## config.mk

```make
export PLATFORM = sky130hd
export DESIGN_NAME = msg_data_buffer
export DESIGN_NICKNAME = d
export VERILOG_FILES = /design/src/rtl/msg_buf_pkg.sv /design/src/rtl/msg_byte_ram.sv /design/src/rtl/msg_data_buffer.sv
export SDC_FILE = /design/constraint.sdc
export NUM_CORES = 1
export LEC_CHECK = 0
export BUFFER_PORTS_ARGS = -buffer_cell sky130_fd_sc_hd__buf_4
export CAP_MARGIN = 10
export CELL_PAD_IN_SITES_DETAIL_PLACEMENT = 0
export CELL_PAD_IN_SITES_GLOBAL_PLACEMENT = 1
export CORE_MARGIN = 2
export CORE_UTILIZATION = 62
export CTS_BUF_LIST = sky130_fd_sc_hd__clkbuf_2
export DETAILED_ROUTE_END_ITERATION = 6
export GPL_ROUTABILITY_DRIVEN = 0
export GPL_TIMING_DRIVEN = 0
export PLACE_DENSITY_LB_ADDON = 0.1
export SYNTH_ARGS = -nofsm -noshare
export SYNTH_HDL_FRONTEND = slang
export SYNTH_HIERARCHICAL = 1
export SYNTH_SLANG_ARGS = --single-unit
```

## constraint.sdc

```tcl
create_clock -name Clock -period 7.5 [get_ports Clock]
set_clock_uncertainty 0.2 [all_clocks]
set_input_delay 1.125 -clock Clock [delete_from_list [all_inputs] [get_ports Clock]]
set_output_delay 1.125 -clock Clock [all_outputs]
set_load 0.03 [all_outputs]
```

## src/rtl/msg_buf_pkg.sv

```systemverilog
// Shared constants and state encoding for the message data buffer.
package msg_buf_pkg;

    localparam int unsigned DEFAULT_DEPTH = 64;

    typedef enum logic [1:0] {
        ST_IDLE = 2'd0,
        ST_FILL = 2'd1,
        ST_HOLD = 2'd2
    } state_t;

endpackage

```

## src/rtl/msg_byte_ram.sv

```systemverilog
// DEPTH x 8 simple dual-port RAM: one write port, one registered read-first read port.
module msg_byte_ram #(
    parameter int unsigned DEPTH = 64,
    localparam int unsigned ADDR_W = $clog2(DEPTH)
) (
    input  logic              clk,
    input  logic              rst,
    input  logic              we,
    input  logic [ADDR_W-1:0] wr_addr,
    input  logic [7:0]        wr_data,
    input  logic [ADDR_W-1:0] rd_addr,
    output logic [7:0]        rd_data
);

    logic [7:0] mem [DEPTH];

    // Array itself is never reset so it maps onto RAM primitives.
    always_ff @(posedge clk) begin
        if (we) begin
            mem[wr_addr] <= wr_data;
        end
    end

    always_ff @(posedge clk or posedge rst) begin
        if (rst) begin
            rd_data <= 8'h00;
        end else begin
            rd_data <= mem[rd_addr];
        end
    end

endmodule

```

## src/rtl/msg_data_buffer.sv

```systemverilog
// One message channel's byte buffer: fills from the router, holds for the controller.
// Optional Checksum output enabled by defining MSG_BUF_CHECKSUM_EN.
module msg_data_buffer
    import msg_buf_pkg::*;
#(
    parameter int unsigned DEPTH = DEFAULT_DEPTH,
    localparam int unsigned ADDR_W = $clog2(DEPTH)
) (
    input  logic              Clock,
    input  logic              Clear,
    input  logic              ClearMsg,
    input  logic              WriteMsg,
    input  logic [7:0]        DataByte,
    input  logic              MsgComplete,
    input  logic              Release,
    input  logic [ADDR_W-1:0] RdAddr,
    output logic [7:0]        RdData,
    output logic              MsgReady,
    output logic [ADDR_W:0]   Length,
    output logic              Overflow,
    output logic              Dropped
`ifdef MSG_BUF_CHECKSUM_EN
    ,
    output logic [7:0]        Checksum
`endif
);

    localparam logic [ADDR_W:0] PTR_FULL = (ADDR_W + 1)'(DEPTH);
    localparam logic [ADDR_W:0] PTR_ONE  = (ADDR_W + 1)'(1);

    state_t            state_q, state_d;
    logic [ADDR_W:0]   ptr_q, ptr_d;
    logic              ovf_q, ovf_d;
    logic              drop_q, drop_d;
    logic              ram_we;
    logic [ADDR_W-1:0] ram_waddr;
    logic              ptr_clr;

    always_comb begin
        state_d   = state_q;
        ptr_d     = ptr_q;
        ovf_d     = ovf_q;
        drop_d    = 1'b0;
        ram_we    = 1'b0;
        ram_waddr = ptr_q[ADDR_W-1:0];
        ptr_clr   = 1'b0;

        unique case (state_q)
            ST_IDLE: begin
                if (ClearMsg) begin
                    state_d = ST_FILL;
                    ptr_clr = 1'b1;
                end
            end
            ST_FILL: begin
                if (ClearMsg) begin
                    // Restart; a coincident byte lands at address 0.
                    ptr_clr = 1'b1;
                    if (WriteMsg) begin
                        ram_we    = 1'b1;
                        ram_waddr = '0;
                    end
                end else begin
                    if (WriteMsg) begin
                        if (ptr_q < PTR_FULL) begin
                            ram_we = 1'b1;
                            ptr_d  = ptr_q + PTR_ONE;
                        end else begin
                            ovf_d = 1'b1;
                        end
                    end
                    if (MsgComplete) begin
                        state_d = ST_HOLD;
                    end
                end
            end
            ST_HOLD: begin
                if (Release) begin
                    state_d = ST_IDLE;
                    if (ClearMsg) begin
                        state_d = ST_FILL;
                        ptr_clr = 1'b1;
                    end
                end else if (ClearMsg) begin
                    drop_d = 1'b1;
                end
            end
            default: state_d = ST_IDLE;
        endcase

        if (ptr_clr) begin
            ovf_d = 1'b0;
            ptr_d = ram_we ? PTR_ONE : '0;
        end
    end

    always_ff @(posedge Clock or posedge Clear) begin
        if (Clear) begin
            state_q <= ST_IDLE;
            ptr_q   <= '0;
            ovf_q   <= 1'b0;
            drop_q  <= 1'b0;
        end else begin
            state_q <= state_d;
            ptr_q   <= ptr_d;
            ovf_q   <= ovf_d;
            drop_q  <= drop_d;
        end
    end

`ifdef MSG_BUF_CHECKSUM_EN
    logic [7:0] csum_q, csum_d;

    always_comb begin
        csum_d = ptr_clr ? 8'h00 : csum_q;
        if (ram_we) begin
            csum_d = csum_d + DataByte;
        end
    end

    always_ff @(posedge Clock or posedge Clear) begin
        if (Clear) begin
            csum_q <= 8'h00;
        end else begin
            csum_q <= csum_d;
        end
    end

    assign Checksum = csum_q;
`endif

    msg_byte_ram #(
        .DEPTH(DEPTH)
    ) u_ram (
        .clk    (Clock),
        .rst    (Clear),
        .we     (ram_we),
        .wr_addr(ram_waddr),
        .wr_data(DataByte),
        .rd_addr(RdAddr),
        .rd_data(RdData)
    );

    assign MsgReady = (state_q == ST_HOLD);
    assign Length   = ptr_q;
    assign Overflow = ovf_q;
    assign Dropped  = drop_q;

endmodule

```

==> results of run 1 <==
[through the flow]
step | total power [mW] | utilization (%) | std cells
3_5_place_dp | 3.79 | 65.1 | 1508
6_report | 5.62 | 68.7 | 1740
2_1_floorplan | 3.60 | - | 1026
4_1_cts | 5.66 | 68.7 | 1739
5_1_grt | 5.83 | 68.7 | 1740
3_3_place_gp | 3.78 | 65.1 | 1508
[registers in the layout, indices dropped and copies added, names as in the netlist]
| register | cells |
|---|---|
| u_ram/mem | 512 |
| u_ram/rd_data | 8 |
| Length | 7 |
| state_q | 2 |
| Dropped | 1 |
| Overflow | 1 |
[power breakdown]
| part | internal, mW | switching [mW] |
|---|---|---|
| sequential | 3.28 | 0.0192 |
| clock | 0.795 | 1.10 |
| combinational | 0.145 | 0.289 |
[metal layers]
layer,track usage [%],share of wire [%],vias up
met3,7.32,9.5,134
met2,46.0,47,646
li1,-,-,4693
met4,16.2,4.8,0
met5,0,0,-
met1,41.5,38,5830
[layout make-up]
cell class / instances / area, um2
diodes: 1 / 2.50
clock buffers: 195 / 976
fillers: 2184 / 10500
inverters: 8 / 30.0
multi-input cells: 435 / 4710
flip-flops and latches: 531 / 15900
well taps: 448 / 561
clock inverters: 35 / 224
plain buffers: 52 / 370
repair buffers: 35 / 265
[worst paths after layout]
kind | slack (ps) | end | startpoint
hold reg to reg | 330 | Overflow | Overflow
hold / removal | 270 | Dropped | Release
min in group asynchronous | 460 | u_ram/rd_data[2] | Clear
max in group asynchronous | 6260 | u_ram/rd_data[7] | Clear
setup / recovery | 3540 | u_ram/mem[6][7] | state_q[1]
setup reg to reg | 3540 | u_ram/mem[6][7] | state_q[1]
[synthesized netlist by cell type, drive strengths merged (4+ instances only)]
master	instances
a211oi	4
a21boi	4
a21oi	10
a221oi	10
a22o	7
a31oi	4
and2	7
buf	31
clkbuf	21
dfrtp	19
edfxtp	512
inv	8
mux2	22
mux2i	39
mux4	109
nand2	20
nand2b	7
nand3	15
nand3b	4
nor2	72
nor2b	10
nor3	10
o21ai	18
o221ai	19
o22ai	14
[cell families after synthesis]
logic type,count (synthesis),share of synthesized area (%)
AOI/OAI and AO/OA,102,3.51
xor gates and xnor gates,3,0.125
adders and majority gates,1,0.0597
buffers and inverters,60,1.91
DFF,531,75.6
muxes,170,15.1
and+or+nand+nor,159,3.65
[critical path, stage by stage (launching register included)]
cell,delay (ps)
sky130_fd_sc_hd__dfrtp_1,430
sky130_fd_sc_hd__and3b_2,300
sky130_fd_sc_hd__a21boi_0,740
sky130_fd_sc_hd__nor2b_1,360
sky130_fd_sc_hd__nand3_1,550
sky130_fd_sc_hd__nor2_1,1020
[what timing repair did]
item / in CTS / in global routing
hold buffers: 1 / 0
endpoints found under the hold margin: 19 / 0
resized for setup: 0 / 0
==> Implementation_results.wiki, run 1 <==
{| class="wikitable"
! Metric !! Value
|-
| Clock insertion delay at the later pin of the skew report || 1060 ps
|-
| Area overhead of the layout relative to synthesis || 9.73%
|-
| Core footprint || 0.0334 mm2
|-
| Aggregate global-route resource usage || 30.3%
|-
| R2R cell count || 5
|-
| Port buffer count || 34
|-
| Number of vias per cell after detailed routing || 6.50
|-
| Clock Root Buffer || sky130_fd_sc_hd__clkbuf_2
|-
| Max-cap violation count || 0
|-
| Final setup violation count || 0
|-
| Post-DP HPWL || 32800 um
|-
| Clock transition at the registers of the reported paths || 90 ps
|-
| Async set-or-reset flop fraction in the synthesized netlist || 3.58%
|-
| Area enclosed by the die boundary || 0.0353 mm2
|-
| Data arrival time of the worst path || 4380 ps
|-
| EDFF count, synth || 512
|-
| Worst Hold Slack || 270 ps
|-
| Slew headroom || 22.6%
|-
| Count of different cell masters after synthesis || 57
|-
| Boundary Pins || 38
|-
| Average wire per cell in the routed design || 29.5 um
|-
| Number of nets at the end of the flow || 1216
|-
| Final count of pins violating max slew || 0
|-
| Iter 0 DRT Violations || 1253
|-
| Area share of the leading cell type in the synthesized netlist || 73.4%
|-
| RSZ-0062 raised after global routing || false
|-
| Post-route fraction of the period consumed by the critical path || 52.8%
|-
| Path class of the lowest-slack min-delay path || in -> reg
|-
| Maximum fanout along the worst path || 8
|-
| Synth Instances || 1026
|-
| Final-report hold violation count || 0
|-
| Top flip-flop cell by instance count after synthesis || sky130_fd_sc_hd__edfxtp_1
|-
| Most common cell after layout, fill and taps aside || sky130_fd_sc_hd__edfxtp_1
|-
| Top achievable clock speed || 252 MHz
|-
| Element type at the critical path start || flop
|-
| Leading post-synthesis cells by cell area || sky130_fd_sc_hd__edfxtp_1 (73%), sky130_fd_sc_hd__mux4_2 (9.7%), sky130_fd_sc_hd__mux4_1 (2.4%)
|-
| H-tree level count || 4
|-
| Transition at the pin with the smallest max-transition slack || 1160 ps
|-
| Pwr/cell area || 245 mW/mm2
|-
| Ratio of cells with drive above 1 in the final layout || 30.6%
|-
| Register area share after synthesis || 75.6%
|-
| Y dimension of the die || 188 um
|-
| Initial Utilization || 62.6%
|-
| Crit. End Element || flop
|-
| Peak supply drop || 0.165 mV
|-
| Drt pass-1 iters || 7
|-
| Antenna violations before repair || 4
|-
| Final design instance area without fill || 0.0230 mm2
|-
| # DRC || 0
|-
| Most area-hungry cell type in the Yosys netlist || sky130_fd_sc_hd__edfxtp_1
|-
| Clk sinks || 531
|-
| Number of global-route vias before repair || 11.4k
|-
| Placed cell areas || 0.0218 mm2
|-
| Type of the setup path with the least slack || reg -> reg
|-
| Worst hold stages || 3
|-
| Max Root-Sink Buffers || 3
|-
| Final wirelength || 51400 um
|-
| Number of buffers inserted to repair setup after CTS || 0
|-
| Minimum setup slack in the final design || 3540 ps
|-
| Crit path time final || 3960 ps
|-
| Die width || 188 um
|-
| Syn Std Cell Area || 0.0210 mm2
|-
| Congestion Overflow GR || 0
|-
| Setup Slack @ Placement || 2840 ps
|-
| Largest net degree at the start of global routing || 65
|-
| DRT antenna net count || 0
|-
| TritonCTS Buffers || 132
|-
| Setup TNS after final layout || 0 ps
|-
| Synthesized netlist net count || 1047
|-
| Total of warnings raised by yosys || 6
|-
| Most frequent cells in the layout || sky130_fd_sc_hd__edfxtp_1 (512), sky130_fd_sc_hd__clkbuf_2 (195), sky130_fd_sc_hd__mux4_2 (90)
|-
| WP data required || 7920 ps
|-
| Flops & latches, synth || 531
|-
| Synth Area per Inst || 20.4 um2
|-
| TritonCTS clock tree || built
|-
| Total number of vias || 11.3k
|-
| Leak Pwr || 7.68 nW
|-
| Run status || completed
|-
| Number of core rows || 67
|-
| Wire length of the first global-routing pass || 73900 um
|}
Note: power is estimated with default switching activity, not from simulation.
==> run 2: changes to the inputs <==
ABC_AREA = 1   (was unset)
CORE_UTILIZATION = 53   (was 62)
clock period = 4.08 ns   (was 7.5 ns; I/O delays follow)
==> run 2 against run 1 <==
Synthesized cell count grew 85%; combinational power grew to 2.6 times the previous value; via count grew 40%; critical path depth grew 5; clock power grew 86%; register-to-register slack lost 3500 ps; critical endpoint is now u_ram/mem[29][6]; largest cell class unchanged.
==> Implementation_results.wiki, run 2 <==
{| class="wikitable"
! Metric !! Value
|-
| Run status || completed
|-
| Iter 0 DRT Violations || 1871
|-
| Syn Std Cell Area || 0.0220 mm2
|-
| Path class of the lowest-slack min-delay path || in -> reg
|-
| Final wirelength || 64500 um
|-
| Type of the setup path with the least slack || reg -> reg
|-
| Clock Root Buffer || sky130_fd_sc_hd__clkbuf_2
|-
| Most common cell after layout, fill and taps aside || sky130_fd_sc_hd__nand2_1
|-
| Number of global-route vias before repair || 14.7k
|-
| Final setup violation count || 0
|-
| EDFF count, synth || 512
|-
| Most frequent cells in the layout || sky130_fd_sc_hd__nand2_1 (675), sky130_fd_sc_hd__edfxtp_1 (512), sky130_fd_sc_hd__nand3_1 (446)
|-
| Total of warnings raised by yosys || 6
|-
| Top flip-flop cell by instance count after synthesis || sky130_fd_sc_hd__edfxtp_1
|-
| WP data required || 4590 ps
|-
| Register area share after synthesis || 72.0%
|-
| Total number of vias || 15.8k
|-
| Max-cap violation count || 0
|-
| Port buffer count || 33
|-
| DRT antenna net count || 0
|-
| Number of vias per cell after detailed routing || 5.81
|-
| Final-report hold violation count || 0
|-
| Synth Area per Inst || 11.6 um2
|-
| Leading post-synthesis cells by cell area || sky130_fd_sc_hd__edfxtp_1 (70%), sky130_fd_sc_hd__nand2_1 (12%), sky130_fd_sc_hd__nand3_1 (10%)
|-
| Pwr/cell area || 438 mW/mm2
|-
| Most instantiated library cell after synthesis || sky130_fd_sc_hd__nand2_1
|-
| Top cell types by occurrence after synthesis || sky130_fd_sc_hd__nand2_1 (675), sky130_fd_sc_hd__edfxtp_1 (512), sky130_fd_sc_hd__nand3_1 (446)
|-
| Number of buffers inserted to repair setup after CTS || 0
|-
| Clk sinks || 531
|-
| Most area-hungry cell type in the Yosys netlist || sky130_fd_sc_hd__edfxtp_1
|-
| Ordered cell list for the critical path || inv_2 -> nand2_1 -> nor2_1 -> nand2_1 -> inv_1 -> nor2_1 -> clkbuf_1 -> inv_1 -> nand4_1 -> nor2_1
|-
| Buf+Inv Stages, Crit Path || 4
|-
| Number of inserted filler cells in the final layout || 3437
|-
| Ratio of cells with drive above 1 in the final layout || 16.7%
|-
| R2R cell count || 10
|-
| Worst flop-to-flop path endpoint || u_ram/mem[29][6]
|-
| Count of different cell masters after synthesis || 29
|-
| Y dimension of the die || 208 um
|-
| Synthesized netlist net count || 1924
|-
| Largest net degree at the start of global routing || 65
|-
| Number of nets at the end of the flow || 2119
|-
| Clock transition at the registers of the reported paths || 100 ps
|-
| # DRC || 0
|-
| Number of core rows || 74
|-
| Element type at the critical path start || flop
|-
| TritonCTS Buffers || 133
|-
| Clock insertion delay at the later pin of the skew report || 1110 ps
|-
| Peak supply drop || 0.216 mV
|-
| Maximum fanout along the worst path || 9
|-
| Slew headroom || 18.1%
|-
| TritonCTS clock tree || built
|-
| RSZ-0062 raised after global routing || true
|-
| Overall power after layout || 10.7 mW
|-
| Aggregate global-route resource usage || 30.0%
|-
| Worst path slowest cell || sky130_fd_sc_hd__nor2_1
|-
| H-tree level count || 4
|-
| Leak Pwr || 9.27 nW
|-
| CP max stage delay || 1090 ps
|-
| Worst Hold Slack || 148 ps
|-
| Area enclosed by the die boundary || 0.0432 mm2
|-
| Setup TNS after final layout || 0 ps
|-
| Async set-or-reset flop fraction in the synthesized netlist || 3.58%
|-
| Synth Instances || 1903
|-
| Congestion Overflow GR || 0
|-
| Transition at the pin with the smallest max-transition slack || 1220 ps
|-
| Boundary Pins || 38
|-
| Number of flip-flops in the largest register || 512
|-
| Sink of the worst hold path || Dropped
|-
| Top achievable clock speed || 246 MHz
|-
| Area used by sequential logic in the layout || 0.0159 mm2
|-
| Worst hold stages || 5
|-
| Area taken by multi-input logic gates || 0.00537 mm2
|-
| Data arrival time of the worst path || 4570 ps
|-
| Area share of the leading cell type in the synthesized netlist || 69.9%
|-
| Register with the most flip-flops || u_ram/mem
|-
| Startpoint of the tightest hold check path || Release
|-
| Core footprint || 0.0409 mm2
|-
| Top delay family on crit path || simple AND/OR/NAND/NOR gates
|-
| Die width || 208 um
|-
| Max Root-Sink Buffers || 3
|-
| Antenna violations before repair || 3
|-
| Register-to-Register Setup Slack || 20 ps
|-
| Post-DP HPWL || 42800 um
|-
| Post-route fraction of the period consumed by the critical path || 99.5%
|-
| Flops & latches, synth || 531
|-
| Final count of pins violating max slew || 0
|-
| Drt pass-1 iters || 7
|-
| Reg2Reg Launch Point || state_q[1]
|-
| Crit path time final || 4060 ps
|-
| Initial Utilization || 53.8%
|-
| Average wire per cell in the routed design || 23.7 um
|-
| Area overhead of the layout relative to synthesis || 11.0%
|-
| Critical Path Most Common Cell || sky130_fd_sc_hd__nor2_1
|-
| Wire length of the first global-routing pass || 93500 um
|-
| Crit. End Element || flop
|}
[run 2: changes by cell type after synthesis, sizes merged, moves of 11 or more]
cell	before	now
buf	31	103
nand3	15	446
o21ai	18	5
nand2	20	681
mux4	109	0
mux2i	39	0
o221ai	19	0
o22ai	14	0
inv	8	30
clkbuf	21	10
mux2	22	0
[run 2: worst min-delay path, cell delays in order]
cell and delay [ps]:
sky130_fd_sc_hd__dlygate4sd3_1 530, sky130_fd_sc_hd__buf_4 120, sky130_fd_sc_hd__inv_1 40, sky130_fd_sc_hd__nand2_1 80
sky130_fd_sc_hd__nor2_1 50
[run 2: through the flow]
step	util [%]	cell area [um2]	setup WS, ps	cells
floorplan	-	22000	1170	1903
global placement	56.0	22900	-410	2468
detailed placement	56.3	23000	-102	2476
CTS	59.6	24400	89.3	2717
global route	59.7	24400	-119	2718
finish	59.7	24400	20.7	2718
[run 2: worst max path at each step]
| stage | from | end | slack (ps) | cells past startpoint |
|---|---|---|---|---|
| 6_report | state_q[1] | u_ram/mem[29][6] | 20 | 10 |
| 3_3_place_gp | ClearMsg | u_ram/mem[49][4] | -410 | 8 |
| 5_1_grt | state_q[1] | u_ram/mem[29][1] | -120 | 10 |
| 2_1_floorplan | ClearMsg | u_ram/mem[52][0] | 1170 | 8 |
| 3_5_place_dp | ClearMsg | u_ram/mem[4][2] | -100 | 10 |
| 4_1_cts | state_q[1] | u_ram/mem[4][2] | 90 | 10 |
[run 2: cell families (layout without fill, tap and decap cells)]
family	Yosys count	after routing	share of synthesized area (%)
adder cells (fa/ha/maj)	1	1	0.0568
AO/OA/AOI/OAI	9	9	0.250
buffers and inverters	144	426	3.95
AND/OR/NAND/NOR	1218	1218	23.7
flip-flops	531	531	72.0
other	0	1	0
[run 2: final cells by class]
cell class	count	share of cell area (%)
well taps	532	2.72
clock buffers	186	3.81
flip-flops and latches	531	64.9
clock inverters	36	1.02
plain buffers	113	3.05
diodes	1	0.0102
inverters	31	0.507
multi-input cells	1228	22.0
repair buffers	60	2.04
[run 2: timing repair]
action	CTS	global route
hold buffers	19	0
gates resized for setup	0	12
setup endpoints to repair	0	96
hold endpoints to repair	548	0
[run 2: routing by layer]
layer,routed length [um],up-vias,global-route usage (%)
met5,27,-,0
met4,2090,4,12.2
met3,7020,134,7.08
met2,29200,902,44.5
met1,26200,7637,43.0
li1,-,7127,-
[run 2: power by group]
| group | switching (mW) | internal (mW) |
|---|---|---|
| Combinational | 0.812 | 0.295 |
| Clock | 2.05 | 1.47 |
| Sequential | 0.0422 | 6.04 |
